[src/rtl/mcs_fp_bridge_ws.sv]
`default_nettype none
// ============================================================================
// Module      : mcs_fp_bridge_ws
// Description : Registered, wait-state-capable bridge from the MicroBlaze MCS
//               I/O bus to the FPro bus. Decodes an 8-bit base region into
//               NUM_SLOTS one-hot chip-selects, holds each transaction until
//               the addressed slave acknowledges (or a timeout fires), then
//               completes the MCS cycle with a one-cycle io_ready pulse.
//               Default map: slot 0 = MMIO, slot 1 = video.
// Revision    : 1.0 - initial release
// ----------------------------------------------------------------------------
// Ports
//   clk, reset_n          : clock, asynchronous active-low reset
//   io_addr_strobe        : MCS address strobe
//   io_read_strobe        : MCS read strobe
//   io_write_strobe       : MCS write strobe (wins if both strobes are high)
//   io_addr[31:0]         : MCS byte address
//   io_byte_enable[3:0]   : MCS byte lanes
//   io_write_data[31:0]   : MCS write data
//   io_read_data[31:0]    : read data returned to MCS (held between cycles)
//   io_ready              : one-cycle transaction-complete pulse
//   fp_addr[ADDR_W-1:0]   : FPro word address
//   fp_cs[NUM_SLOTS-1:0]  : one-hot slot select, held for the whole request
//   fp_read, fp_write     : one-cycle FPro request pulses
//   fp_byte_en[3:0]       : FPro byte lanes
//   fp_write_data[31:0]   : FPro write data
//   fp_read_data[31:0]    : FPro read data, valid while fp_ack is high
//   fp_ack                : FPro slave acknowledge
//   err_clr               : clears err_flag
//   err_flag              : sticky timeout indication
// ============================================================================
module mcs_fp_bridge_ws #(
  parameter logic [31:0] BRIDGE_BASE = 32'hc000_0000,
  parameter int          ADDR_W      = 21,
  parameter int          NUM_SLOTS   = 2,
  parameter int          TIMEOUT     = 255,
  parameter logic [31:0] ERR_DATA    = 32'hdead_beef
) (
  input  logic                 clk,
  input  logic                 reset_n,
  // MCS I/O bus
  input  logic                 io_addr_strobe,
  input  logic                 io_read_strobe,
  input  logic                 io_write_strobe,
  input  logic [31:0]          io_addr,
  input  logic [3:0]           io_byte_enable,
  input  logic [31:0]          io_write_data,
  output logic [31:0]          io_read_data,
  output logic                 io_ready,
  // FPro bus
  output logic [ADDR_W-1:0]    fp_addr,
  output logic [NUM_SLOTS-1:0] fp_cs,
  output logic                 fp_read,
  output logic                 fp_write,
  output logic [3:0]           fp_byte_en,
  output logic [31:0]          fp_write_data,
  input  logic [31:0]          fp_read_data,
  input  logic                 fp_ack,
  // Error reporting
  input  logic                 err_clr,
  output logic                 err_flag
);

  localparam int                   SLOT_W    = $clog2(NUM_SLOTS);
  localparam logic [15:0]          C_TIMEOUT = 16'(TIMEOUT);
  localparam logic [NUM_SLOTS-1:0] C_CS_ONE  = NUM_SLOTS'(1);

  typedef enum logic [1:0] {
    S_IDLE = 2'd0,
    S_REQ  = 2'd1,
    S_WAIT = 2'd2,
    S_DONE = 2'd3
  } state_t;

  state_t      r_state;
  logic [15:0] r_cnt;
  logic        r_dir;    // 1 = write

  logic                 w_hit;
  logic                 w_start;
  logic [SLOT_W-1:0]    w_slot;
  logic [ADDR_W-1:0]    w_fp_addr;
  logic [NUM_SLOTS-1:0] w_cs_dec;
  logic [15:0]          w_cnt_next;
  logic                 w_timeout;
  logic                 w_unused;

  // Address decode: byte address -> word address, split into slot / offset.
  assign w_hit     = (io_addr[31:24] == BRIDGE_BASE[31:24]);
  assign w_start   = io_addr_strobe & w_hit & (io_read_strobe | io_write_strobe);
  assign w_fp_addr = io_addr[ADDR_W+1:2];
  assign w_slot    = io_addr[ADDR_W+SLOT_W+1:ADDR_W+2];
  assign w_cs_dec  = C_CS_ONE << w_slot;

  // r_cnt never exceeds TIMEOUT-1, so the increment cannot wrap.
  assign w_cnt_next = r_cnt + 16'd1;
  assign w_timeout  = (w_cnt_next == C_TIMEOUT);

  // Byte-offset bits and any address bits between the slot field and the
  // region field carry no meaning for this bridge.
  assign w_unused = ^io_addr;

  always_ff @(posedge clk or negedge reset_n) begin
    if (!reset_n) begin
      r_state       <= S_IDLE;
      r_cnt         <= 16'd0;
      r_dir         <= 1'b0;
      io_read_data  <= 32'd0;
      io_ready      <= 1'b0;
      fp_addr       <= '0;
      fp_cs         <= '0;
      fp_read       <= 1'b0;
      fp_write      <= 1'b0;
      fp_byte_en    <= 4'd0;
      fp_write_data <= 32'd0;
      err_flag      <= 1'b0;
    end else begin
      // Pulse outputs default low; the FSM raises them for one cycle.
      io_ready <= 1'b0;
      fp_read  <= 1'b0;
      fp_write <= 1'b0;

      // Clear first so that a timeout in the same cycle overrides it.
      if (err_clr) begin
        err_flag <= 1'b0;
      end

      case (r_state)
        S_IDLE: begin
          if (w_start) begin
            r_dir         <= io_write_strobe;
            fp_addr       <= w_fp_addr;
            fp_cs         <= w_cs_dec;
            fp_read       <= ~io_write_strobe;
            fp_write      <= io_write_strobe;
            fp_byte_en    <= io_byte_enable;
            fp_write_data <= io_write_data;
            r_state       <= S_REQ;
          end
        end

        S_REQ: begin
          r_cnt <= 16'd0;
          if (fp_ack) begin
            fp_cs    <= '0;
            io_ready <= 1'b1;
            if (!r_dir) begin
              io_read_data <= fp_read_data;
            end
            r_state <= S_DONE;
          end else begin
            r_state <= S_WAIT;
          end
        end

        S_WAIT: begin
          if (fp_ack) begin
            fp_cs    <= '0;
            io_ready <= 1'b1;
            if (!r_dir) begin
              io_read_data <= fp_read_data;
            end
            r_state <= S_DONE;
          end else if (w_timeout) begin
            // Slave never answered: complete the MCS cycle with an error.
            fp_cs    <= '0;
            io_ready <= 1'b1;
            err_flag <= 1'b1;
            if (!r_dir) begin
              io_read_data <= ERR_DATA;
            end
            r_state <= S_DONE;
          end else begin
            r_cnt <= w_cnt_next;
          end
        end

        S_DONE: begin
          r_state <= S_IDLE;
        end

        default: begin
          r_state <= S_IDLE;
        end
      endcase
    end
  end

endmodule
`default_nettype wire

[config.mk]
export PLATFORM = sky130hd
export DESIGN_NAME = mcs_fp_bridge_ws
export DESIGN_NICKNAME = d
export VERILOG_FILES = /design/src/rtl/mcs_fp_bridge_ws.sv
export SDC_FILE = /design/constraint.sdc
export NUM_CORES = 1
export LEC_CHECK = 0
export ABC_CLOCK_PERIOD_IN_PS = 4830
export CAP_MARGIN = 10
export CORE_ASPECT_RATIO = 0.5
export CORE_UTILIZATION = 40
export DETAILED_ROUTE_END_ITERATION = 7
export PLACE_DENSITY_LB_ADDON = 0.3
export RECOVER_POWER = 25
export SETUP_SLACK_MARGIN = 0.5
export SYNTH_ARGS = -nofsm -noshare
export SYNTH_HDL_FRONTEND = slang
export SYNTH_SLANG_ARGS = --single-unit
export TNS_END_PERCENT = 10
[constraint.sdc]
create_clock -name clk -period 4.83 [get_ports clk]
set_input_delay 0.966 -clock clk [delete_from_list [all_inputs] [get_ports clk]]
set_output_delay 0.966 -clock clk [all_outputs]
set_load 0.01 [all_outputs]
After elaboration in Yosys (flattened, before gate mapping):

Cells that the tools add are included.

* equal/unequal tests: 11
* reduce and logical (&&, ||, !) cells: 8
* bitwise gates (word level): 4
* muxes and demuxes: 31
* shifts and indexed selects: 1
* add/sub/neg operators: 1

Operator list (number)
* $mux 32: 5
* $pmux 32 s2: 1
* $mux 16: 2
* $pmux 16 s2: 1
* $add 16x1->16 const B: 1
* $eq 16x8->1 const B: 1
* $mux 2: 7
* $mux 1: 12
* $eq 8x8->1 const B: 1
* $ne 2x2->1 const B: 4
* $pmux 2 s4: 1
* $reduce_and 4->1: 2
* $ne 3x3->1 const B: 2
* $pmux 2 s3: 1
* $eq 2x2->1 const B: 2
* $reduce_and 2->1: 2
* $reduce_and 3->1: 1
* $reduce_bool 3->1: 1
* $and 1x1->1: 2
* $eq 2x1->1 const B: 1
* $logic_not 2->1: 1
* $pmux 1 s2: 1
* $reduce_bool 2->1: 1
* $shl 1x1->2 const A: 1
* 2 further kinds: 2

* logic and storage cells: 68
* register bits after elaboration: 114

Logic depth before layout (Yosys ltp):

* word-level depth: 5
* gate-level depth with buffers: 9
* gate-level depth less buffers: 8

Worst setup path before layout:

OpenSTA, ideal clock, no wires.

* path kind: register to register
* from: register r_cnt[1]
* to: register fp_cs[1]
* path slack: 2246 ps
* clock period less this slack: 2584 ps
* library setup time: 69 ps
* arrival: 2515 ps
* required time: 4761 ps
* cell stages (with the launch flop): 9
* path buffers: 0
* cells stage by stage: dfrtp_1 > ha_1 > nand3_2 > or4_1 > a21oi_2 > nor2_1 > o41a_1 > or4b_1 > nand3_1

* cells in the longest elaborated chain, start to end: 4

Ends and longest elaborated chain
* start, declared: RTL line 76 `logic [15:0] r_cnt;`
* start signal, assigned: RTL line 174 `r_cnt <= w_cnt_next;`
* $add 16x1->16: RTL line 96 `assign w_cnt_next = r_cnt + 16'd1;`
* $eq 16x8->1: RTL line 97 `assign w_timeout = (w_cnt_next == C_TIMEOUT);`
* $ne 3x3->1 (no source line)
* $reduce_and 4->1 (no source line)
* end signal, assigned: RTL line 133 `fp_cs <= w_cs_dec;`
* end, declared: RTL line 52 `output logic [NUM_SLOTS-1:0] fp_cs,`

Every way passes these cells.
A chain may end at the register's enable or synchronous reset.

Final worst setup path:

* from: register r_cnt[0]
* to: register r_state[0]

* cells in the longest elaborated chain, start to end: 4

Ends and longest elaborated chain
* $add 16x1->16: RTL line 96
* $eq 16x8->1: RTL line 97
* $ne 3x3->1 (no source line)
* $reduce_and 2->1 (no source line)
* end signal, assigned: RTL line 105 `r_state <= S_IDLE;`
* end signal, assigned: RTL line 138 `r_state <= S_REQ;`
* end signal, assigned: RTL line 150 `r_state <= S_DONE;`
* end, declared: RTL line 75 `state_t r_state;`

Every way passes these cells.

==> flow_summary.yaml <==
outcome:
  status: "finished with violations"
  failed_checks: "max-capacitance violations, max-slew violations"
sta:
  relSlewSlack: -0.0573
  maxSlewViolCount: 29
  period_share: 0.707
  fmax_mhz: 293
  rsz0062_at_grt: "no"
  fin_skew_ns: 0.0108
  min_period_ns: 3.41
  setup_viol: 0
  hold_viol: 0
  tns_ns: 0
  worst_pin_slew_ns: 1.59
yosys:
  synth_nets: 503
  avgSynthCellArea_um2: 12.6
  ys_ff_latch: 114
  ys_seq_area_frac: 0.581
  synth-async-reset-ratio: 1.00
  ys_warn_count: 0
  ys.flop_type: "dfrtp_1"
  syn_inst: 391
  synthesis.area_um2: 4910
  synth_edf_count: 0
  ys_types: 49
cells_and_area:
  drive_above_1_share: 0.173
  instances_no_fill: 767
  diodes: 0
  register_area_um2: 2850
  nets: 702
  fillCellCount: 920
  multiInputGateArea_um2: 1910
  area_growth_pct: 56.1
worst_setup_path:
  cp_max_fo: 16
  timing_worst_setup_path_type: "flop to flop"
  critPathMaxStageDelay_ns: 0.83
  slowest_stage: "o21ai_1"
  crit_path_start_kind: "flop"
  end_kind: "flop"
  cp.arrival_ns: 3.72
  path_cells: "ha_1, nand3_2, or4_1, a21oi_2, o211ai_1, o21ai_1, o21ai_0, a211oi_1"
  worst-path-buf-inv: 0
  cp_top_family: "compound AO/OA/AOI/OAI gates"
  cp.required_ns: 5.13
global_route:
  antenna_found_initial: 0
  grt_pass1_wl_um: 20300
  grt_pass1_vias: 3862
  grt-ovfl-total: 0
  track_usage: 0.204
  grt_max_degree: 61
floorplan:
  rows: 28
  die_width_um: 159
  die_h_um: 80.4
  ios: 202
  core_um2: 11900
  initial_utilization: 0.414
  die_area_um2: 12800
placed_design:
  dpl.hpwl_um: 8890
  place.gp.congestion: 0.896
  port_buffers: 199
  dp.cells: 736
clock_network:
  cts_tree: "yes"
  post_cts_buffers: 0
  holdBufCountCts: 0
  cts_num_sinks: 114
  numCtsBuffers: 17
  post_cts_resize_count: 0
  cts_root_buf: "clkbuf_16"
  cts_htree_levels: 4
  clk_pin_slew_ns: 0.05
  clk_latency_ns: 0.40
  clockBufferDepth: 2
detailed_routing:
  ant_nets: 0
  first_iter_violations: 168
  firstDrtPassIters: 4
  wirelength_um: 12600
  wl_per_cell_um: 16.5
  viasPerCell: 5.10
  drc: 0
  num_vias: 3910
power:
  ir_drop_mv: 0.234
  leakage_nw: 3.33
  power-per-cell-area_nw_per_um2: 472
job:
  maxCapViolCount: 1
worst_hold_path:
  min_path_type: "flop to flop"
## synthesized netlist by cell type (all sizes together), types with 2 or more instances
cell type,instances,share of area
or3,3,0.0038
clkbuf,16,0.012
nand4,5,0.0064
inv,10,0.0076
nor3,7,0.0071
nor4,4,0.0064
nor2,17,0.013
a21o,2,0.0031
o311ai,8,0.014
ha,5,0.013
buf,8,0.0097
mux2i,4,0.0082
or4b,3,0.0061
or2,3,0.0038
a21oi,3,0.0038
xnor2,4,0.0071
or4,2,0.0031
o21ai,8,0.0082
o2bb2ai,4,0.0071
nand3,19,0.020
a31oi,5,0.0064
dfrtp,114,0.58
nand2,20,0.016
mux2,58,0.13
o31ai,4,0.0061
a22o,10,0.018
o211ai,5,0.0076
o22a,24,0.043
and3,3,0.0038
## worst register-to-register path: cells and delay by family, from the launching register on
| family | cells | cell delay [ns] |
|---|---|---|
| fa+ha+maj | 1 | 0.28 |
| simple gates | 2 | 0.75 |
| flops | 1 | 0.44 |
| compound gates | 5 | 1.85 |
## registers in the layout, summed over array words and instances, names as in the netlist
| name | count |
|---|---|
| fp_write_data | 32 |
| fp_cs | 2 |
| r_cnt | 16 |
| r_state | 2 |
| err_flag | 1 |
| fp_read | 1 |
| fp_byte_en | 4 |
| io_ready | 1 |
| fp_write | 1 |
| r_dir | 1 |
| fp_addr | 21 |
| io_read_data | 32 |
## worst paths after layout
check,end,startpoint,cells past startpoint,slack (ns)
setup reg to reg,r_state[0],r_cnt[0],8,1.42
setup / recovery,r_state[0],r_cnt[0],8,1.42
hold / removal,io_read_data[15],io_read_data[15],1,0.49
hold reg to reg,io_read_data[15],io_read_data[15],1,0.49
min in group asynchronous,r_cnt[5],reset_n,1,0.95
max in group asynchronous,fp_write_data[23],reset_n,2,1.93
## cell type report
cell class	count	share of cell area
clock inverters	14	0.0266
flip-flops and latches	114	0.372
inverters	11	0.00539
well taps	165	0.0269
multi-input cells	242	0.250
repair buffers	204	0.264
clock buffers	17	0.0555
## where the power goes
part / total (mW) / switching, mW / internal [mW]
Combinational: 1.04 / 0.507 / 0.536
Clock: 1.34 / 0.471 / 0.869
Sequential: 1.23 / 0.108 / 1.13
## layout by cell type (no fill, tap or decap), drive strengths merged, types with 4 or more instances in the layout
master	instances
a22o	10
a31oi	5
buf	4
bufinv	4
clkbuf	19
clkdlybuf4s50	198
clkinv	4
dfrtp	114
ha	5
inv	14
mux2	58
mux2i	4
nand2	20
nand3	19
nand4	5
nor2	17
nor3	7
nor4	4
o211ai	5
o21ai	8
o22a	24
o2bb2ai	4
o311ai	8
o31ai	4
xnor2	4
## layer usage
metal	GRT usage	wire length, um
met1	0.253	5350
met2	0.351	6480
met3	0.0501	663
met4	0.0689	150
met5	0	0
## cell families after synthesis
| family | Yosys count | share of synthesized area |
|---|---|---|
| buffers and inverters | 35 | 0.0303 |
| xor gates and xnor gates | 5 | 0.00892 |
| DFF | 114 | 0.581 |
| AOI/OAI and AO/OA | 80 | 0.130 |
| and+or+nand+nor | 90 | 0.0961 |
| muxes | 62 | 0.141 |
| adders and majority gates | 5 | 0.0127 |
## through the flow
step,cell area [um2],worst slack [ns],total power [mW],utilization,hold WS (ns)
2_1_floorplan,4910,2.25,1.75,-,0.490
4_1_cts,7670,1.43,3.65,0.646,0.489
3_5_place_dp,7040,1.42,2.30,0.593,0.476
5_1_grt,7660,1.18,3.79,0.645,0.505
3_3_place_gp,7040,1.54,2.27,0.593,0.470
6_report,7660,1.42,3.62,0.645,0.487
No activity file was read; power rests on OpenSTA's default activity.
